<file path="config.mk">
export PLATFORM = sky130hd
export DESIGN_NAME = cnt26_ld_flat
export DESIGN_NICKNAME = d
export VERILOG_FILES = /design/src/rtl/cnt26_ld_if.sv /design/src/rtl/cnt26_ld.sv /design/src/flat_wrapper.sv
export SDC_FILE = /design/constraint.sdc
export NUM_CORES = 1
export LEC_CHECK = 0
export BUFFER_PORTS_ARGS = -buffer_cell sky130_fd_sc_hd__buf_2
export CAP_MARGIN = 20
export CORE_MARGIN = 5
export CORE_UTILIZATION = 29
export DETAILED_ROUTE_END_ITERATION = 6
export GPL_ROUTABILITY_DRIVEN = 0
export PLACE_DENSITY_LB_ADDON = 0.25
export RECOVER_POWER = 50
export REMOVE_ABC_BUFFERS = 1
export SYNTH_ARGS = -nofsm -noshare
export SYNTH_HDL_FRONTEND = slang
export SYNTH_SLANG_ARGS = --single-unit
</file>
<file path="constraint.sdc">
create_clock -name clk -period 4.9 [get_ports clk]
set_input_delay 0.735 -clock clk [delete_from_list [all_inputs] [get_ports clk]]
set_output_delay 0.735 -clock clk [all_outputs]
set_load 0.05 [all_outputs]
</file>
<file path="src/rtl/cnt26_ld_if.sv">
// Control/status bundle for the loadable down-counter.
// The master drives the strobes and load value; the counter drives the registered status.
interface cnt26_ld_if #(parameter int WIDTH = 26);
  logic             clr;
  logic             ld;
  logic [WIDTH-1:0] d;
  logic             dec;
  logic [WIDTH-1:0] q;
  logic             zero;
  logic             tc;
  logic             busy;

  modport master (output clr, ld, d, dec, input  q, zero, tc, busy);
  modport slave  (input  clr, ld, d, dec, output q, zero, tc, busy);
endinterface

</file>
<file path="src/rtl/cnt26_ld.sv">
// Loadable down-counter with a registered zero flag, a one-cycle terminal-count pulse
// and optional reload of the last loaded value when the count expires.
//
// state | meaning
// IDLE  | never loaded, or cleared
// RUN   | count > 0, decrements accepted
// DONE  | count reached 0 (load of 0, or countdown finished)
module cnt26_ld #(
  parameter int WIDTH      = 26,
  parameter bit AUTORELOAD = 1'b0
) (
  input  logic        clk,
  input  logic        reset,
  cnt26_ld_if.slave   bus
);

  typedef enum logic [1:0] {IDLE, RUN, DONE} state_t;

  localparam logic [WIDTH-1:0] ONE = WIDTH'(1);

  state_t           state, state_nx;
  logic [WIDTH-1:0] q_r, q_nx;
  logic [WIDTH-1:0] reload_r, reload_nx;
  logic             tc_r, tc_nx;
  logic             zero_r;

  always_ff @(posedge clk) begin
    if (reset) begin
      state    <= IDLE;
      q_r      <= '0;
      reload_r <= '0;
      tc_r     <= 1'b0;
      zero_r   <= 1'b1;
    end else begin
      state    <= state_nx;
      q_r      <= q_nx;
      reload_r <= reload_nx;
      tc_r     <= tc_nx;
      // Derived from the next count so zero never lags q.
      zero_r   <= (q_nx == '0);
    end
  end

  always_comb begin
    state_nx  = state;
    q_nx      = q_r;
    reload_nx = reload_r;
    tc_nx     = 1'b0;
    if (bus.clr) begin
      state_nx = IDLE;
      q_nx     = '0;
    end else if (bus.ld) begin
      q_nx      = bus.d;
      reload_nx = bus.d;
      if (bus.d != '0) begin
        state_nx = RUN;
      end else begin
        state_nx = DONE;
        tc_nx    = 1'b1;
      end
    end else if (bus.dec && state == RUN && q_r != '0) begin
      if (q_r == ONE) begin
        tc_nx = 1'b1;
        if (AUTORELOAD) begin
          q_nx = reload_r;
        end else begin
          q_nx     = '0;
          state_nx = DONE;
        end
      end else begin
        q_nx = q_r - ONE;
      end
    end
  end

  always_comb begin
    bus.q    = q_r;
    bus.zero = zero_r;
    bus.tc   = tc_r;
    bus.busy = (state == RUN);
  end

endmodule
</file>
<file path="src/flat_wrapper.sv">
// flat-port wrapper written by rule: the top's interface ports become plain ports
module cnt26_ld_flat 
#(
  parameter int WIDTH      = 26,
  parameter bit AUTORELOAD = 1'b0
)
  (clk, reset, bus_clr, bus_ld, bus_d, bus_dec, bus_q, bus_zero, bus_tc, bus_busy);
  cnt26_ld_if #(.WIDTH(WIDTH)) bus_i ();
  input  logic clk;
  input  logic reset;
  input wire logic [$bits(bus_i.clr)-1:0] bus_clr;
  input wire logic [$bits(bus_i.ld)-1:0] bus_ld;
  input wire logic [$bits(bus_i.d)-1:0] bus_d;
  input wire logic [$bits(bus_i.dec)-1:0] bus_dec;
  output wire logic [$bits(bus_i.q)-1:0] bus_q;
  output wire logic [$bits(bus_i.zero)-1:0] bus_zero;
  output wire logic [$bits(bus_i.tc)-1:0] bus_tc;
  output wire logic [$bits(bus_i.busy)-1:0] bus_busy;
  assign bus_i.clr = bus_clr;
  assign bus_i.ld = bus_ld;
  assign bus_i.d = bus_d;
  assign bus_i.dec = bus_dec;
  assign bus_q = bus_i.q;
  assign bus_zero = bus_i.zero;
  assign bus_tc = bus_i.tc;
  assign bus_busy = bus_i.busy;
  cnt26_ld #(.WIDTH(WIDTH), .AUTORELOAD(AUTORELOAD)) u_core (.clk(clk), .reset(reset), .bus(bus_i));
endmodule
</file>
## After elaboration in Yosys (flattened, before gate mapping)

Cells that the tools add are included.

| operators by class | value |
|---|---|
| add/sub/neg operators | 1 |
| equality and inequality tests | 2 |
| mux-type cells | 12 |
| reductions and logical operators | 9 |

Operators by type and width:

| kind | count |
|---|---|
| $mux 26 | 4 |
| $reduce_bool 26->1 | 2 |
| $eq 26x1->1 const B | 1 |
| $logic_not 26->1 | 1 |
| $sub 26x1->26 const B | 1 |
| $mux 2 | 4 |
| $mux 1 | 4 |
| $reduce_bool 2->1 | 2 |
| $eq 2x1->1 const B | 1 |
| $logic_and 1x1->1 | 2 |
| $reduce_and 2->1 | 1 |
| $reduce_or 2->1 | 1 |

| storage, ports and cells | value |
|---|---|
| register bits after elaboration | 30 |
| bits of input ports | 31 |
| logic and storage cells | 28 |

## Depth between registers and ports, before layout

| logic depth | value |
|---|---|
| depth in word-level cells | 7 |
| depth in mapped cells | 11 |
| mapped depth without buffers | 10 |

## Worst setup path before layout

No wires, ideal clock.

| path | value |
|---|---|
| path type | register to register |
| from | reg u_core.q_r[0] (netlist: u_core.bus.q[0]) |
| to | reg u_core.zero_r (netlist: u_core.bus.zero) |
| setup time | 0.084 ns |
| arrival time | 2.793 ns |
| path slack | 2.023 ns |
| stages on the path, launching flop included | 11 |
| buffers on the path | 0 |
| cells stage by stage | dfxtp_1 > inv_1 > ha_1 > and4b_1 > nand3_4 > or4_4 > mux2_4 > nor4_2 > o211a_1 > nand4_1 > o31ai_2 |

| between the ends | value |
|---|---|
| word-level cells in the longest chain between the ends | 6 |
| elaborated cells between the ends (all ways) | 9 |

RTL lines:

| element | line | RTL |
|---|---|---|
| from (decl) | cnt26_ld.sv:22 | `logic [WIDTH-1:0] q_r, q_nx;` |
| from (signal assigned) | cnt26_ld.sv:36 | `q_r <= q_nx;` |
| $sub 26x1->26, or another cell as far along | cnt26_ld.sv:71 | `q_nx = q_r - ONE;` |
| $mux 26 / $logic_and 1x1->1 (equally long branches) | cnt26_ld.sv:62, cnt26_ld.sv:61 |  |
| $mux 26 (*) | cnt26_ld.sv:61 | `end else if (bus.dec && state == RUN && q_r != '0) begin` |
| $mux 26 (*) | cnt26_ld.sv:52 | `end else if (bus.ld) begin` |
| $mux 26 (*) | cnt26_ld.sv:49 | `if (bus.clr) begin` |
| $logic_not 26->1 (*) | cnt26_ld.sv:40 | `zero_r <= (q_nx == '0);` |
| to (signal assigned) | cnt26_ld.sv:40 |  |
| to (decl) | cnt26_ld.sv:25 | `logic zero_r;` |

Mark *: on every way between the ends. The rest lies on a longest branch, timed or not.
A chain may end at the register's enable or synchronous reset.

## Worst setup path in the final report

Same ends and word-level chain as after synthesis.

==> out/metrics.cfg <==
[run_status]
outcome=completed

[clock_network]
clk_pin_slew_worst_paths_ns=0.07
htreeDepth=2
numCtsBuffers=5
cts.path.max_buffers=2
cts_root_buf=clkbuf_8
cts_tree=built
ctsResizeCount=0
clk_latency_ns=0.29
hold_buffers=0
cts_setup_buffers=0
clock_sinks=30

[global_routing]
grt_pass1_vias=2241
grt_pass1_wl_um=11900
grt_remaining_overflow=0
grt_max_degree=27
grt_util_all_layers=0.170
antenna_found_initial=0

[layout]
final_cell_area_mm2=0.00253
insertedDiodeCount=0
regArea_um2=601
nFillCells=783
multi_input_area_mm2=0.00143
finalCoreUtilization=0.353
drive_gt1_frac=0.182
fin_nets=351
syn2layout_area_growth_pct=19.5

[die]
die_w_um=95.5
die_area_mm2=0.00911
initial_core_util=0.295
dieHeight_um=95.5
io_pins=60
fp-row-count=31
core_mm2=0.00718

[routing]
viasPerCell=5.50
routedWlPerCell_um=18.3
firstDrtPassIters=4
vias=2295
drt-initial-drc-count=179
drcViolationCount=0
drt-total-wl_um=7640
postRouteAntennaNets=0

[place]
io_buffer_count=59
dp.final_hpwl_um=5870
placed_area_mm2=0.00249

[synthesis]
syn_area_mm2=0.00212
synth_compound_gate_area_share=0.215
synthAdderAreaFrac=0.0118
async_flop_share=0
synth_cells=264
ys_types=66
synth_edf_count=0
synthSimpleGateAreaFrac=0.387
yosysWarningCount=0
synthMuxAreaShare=0.0165
syn_avg_cell_area_um2=8.02
synth_ff_type=dfxtp_1
synth-seq-cells=30
synth_top_family_by_area=simple AND/OR/NAND/NOR gates
synth-xor-area-share=0.0455
yosysSeqAreaShare=0.284

[sta]
hold_slack_ns=0.525
maxSlewHeadroom=0.441
skew_ns=0.00198
worst-slew-pin-transition_ns=0.835
rsz0062_at_grt=no
setup_tns_ns=0
slew_violations=0
setup_viol=0
period_minus_slack_ns=3.11
period_share=0.634
hold_viol=0
fmax_mhz=322

[setup_path]
path_max_fanout=10
max_stage_delay_ns=0.55
critPathLaunchType=register
crit_type=register to register
critPathSlowestCell=or4_4
cpLargestDelayFamily=simple AND/OR/NAND/NOR gates
end_kind=register
crit_buf_inv=1
worst-endpoint-required_ns=5.10
cp_data_arrival_time_ns=3.31
path_cells=inv_1 -> ha_1 -> and4b_1 -> nand3_4 -> or4_4 -> mux2_4 -> nor4_2 -> o211a_1 -> nand4_1 -> o31ai_2

[pwr]
cellPowerDensity_mw_per_mm2=260
power_uw=659
ir_worst_vdd_v=0.0000775
cellLeakagePower_nw=0.947

[min_path]
hp-class=register to register

[run]
maxCapViolCount=0

==> final cells by class <==
type / instances / area share
flip-flops and latches: 30 / 0.237
multi-input cells: 215 / 0.565
clock buffers: 5 / 0.0272
clock inverters: 2 / 0.00395
well taps: 99 / 0.0489
inverters: 4 / 0.00593
repair buffers: 62 / 0.111
==> worst paths after layout <==
check	startpoint	end	slack, ns	depth (start not counted)
setup / recovery	u_core.bus.q[0]	u_core.bus.zero	1.79	10
hold / removal	u_core.state[0]	u_core.state[0]	0.53	2
setup reg to reg	u_core.bus.q[0]	u_core.bus.zero	1.79	10
hold reg to reg	u_core.state[0]	u_core.state[0]	0.53	2
==> placed cells by master (no fill, tap or decap), types with 5 or more instances in the layout <==
cell type,n
a21oi_1,8
and2_1,11
buf_2,30
clkbuf_1,29
clkbuf_8,5
dfxtp_1,30
nand2_1,12
nand3_1,8
nand4_1,12
nor2_1,33
nor3_1,10
nor4_1,14
o21ai_0,11
or4_1,5
xnor2_1,5
xor2_1,6
==> per-layer routing <==
metal,part of all wire,global-route usage,vias to the layer above,wire [um]
met5,0,0,-,0
met3,0.077,0.0442,14,585
met2,0.45,0.268,85,3420
met1,0.45,0.225,1078,3470
li1,-,-,1118,-
met4,0.022,0.0592,0,166
==> cell families after synthesis <==
group / count (synthesis)
AOI/OAI and AO/OA: 62
xor gates and xnor gates: 11
adders and majority gates: 2
buffers and inverters: 19
DFF: 30
muxes: 3
and+or+nand+nor: 137
==> state kept, by name, indices dropped and copies added (netlist names) <==
register / count
u_core.bus.tc: 1
u_core.state: 2
u_core.bus.zero: 1
u_core.bus.q: 26
==> per-stage QoR <==
step                      instances  worst slack [ns]
after global placement          410              1.76
after CTS                       417              1.79
after detailed placement        410              1.73
final                           417              1.79
after floorplan                 249              1.73
after global routing            417              1.56
==> cell usage after synthesis, types with 2 or more instances <==
library cell | count | area share
a211oi_1 | 4 | 0.014
a21o_1 | 4 | 0.014
a21oi_1 | 8 | 0.019
a221oi_1 | 2 | 0.0083
a311o_1 | 3 | 0.014
a31oi_1 | 3 | 0.0089
and2_1 | 11 | 0.032
and3_1 | 4 | 0.012
buf_2 | 6 | 0.014
clkbuf_1 | 7 | 0.012
dfxtp_1 | 30 | 0.28
ha_1 | 2 | 0.012
inv_1 | 3 | 0.0053
mux2i_1 | 2 | 0.0095
nand2_1 | 12 | 0.021
nand2b_1 | 3 | 0.0089
nand3_1 | 8 | 0.019
nand4_1 | 12 | 0.035
nand4b_1 | 2 | 0.0083
nor2_1 | 33 | 0.058
nor2b_1 | 2 | 0.0059
nor3_1 | 10 | 0.024
nor4_1 | 14 | 0.041
nor4_2 | 4 | 0.024
nor4_4 | 2 | 0.020
o21ai_0 | 11 | 0.026
o21bai_1 | 2 | 0.0071
o311a_1 | 2 | 0.0095
o31ai_1 | 4 | 0.014
or2_2 | 3 | 0.0089
or3_1 | 3 | 0.0089
or4_1 | 5 | 0.018
xnor2_1 | 5 | 0.021
xor2_1 | 6 | 0.025
==> tightest hold or removal path, cell delays in order, from the launching register on <==
cell and delay (ns):
dfxtp_1 0.35, nand2_1 0.07, a21oi_1 0.06
==> report_power, final <==
part	leakage (nW)	internal, mW	total, mW	switching [mW]
combinational	0.658	0.0616	0.195	0.133
clock	0.0438	0.0952	0.194	0.0988
sequential	0.245	0.254	0.270	0.0159
total	0.947	0.411	0.659	0.248
Power figures use the tool's default switching activity.
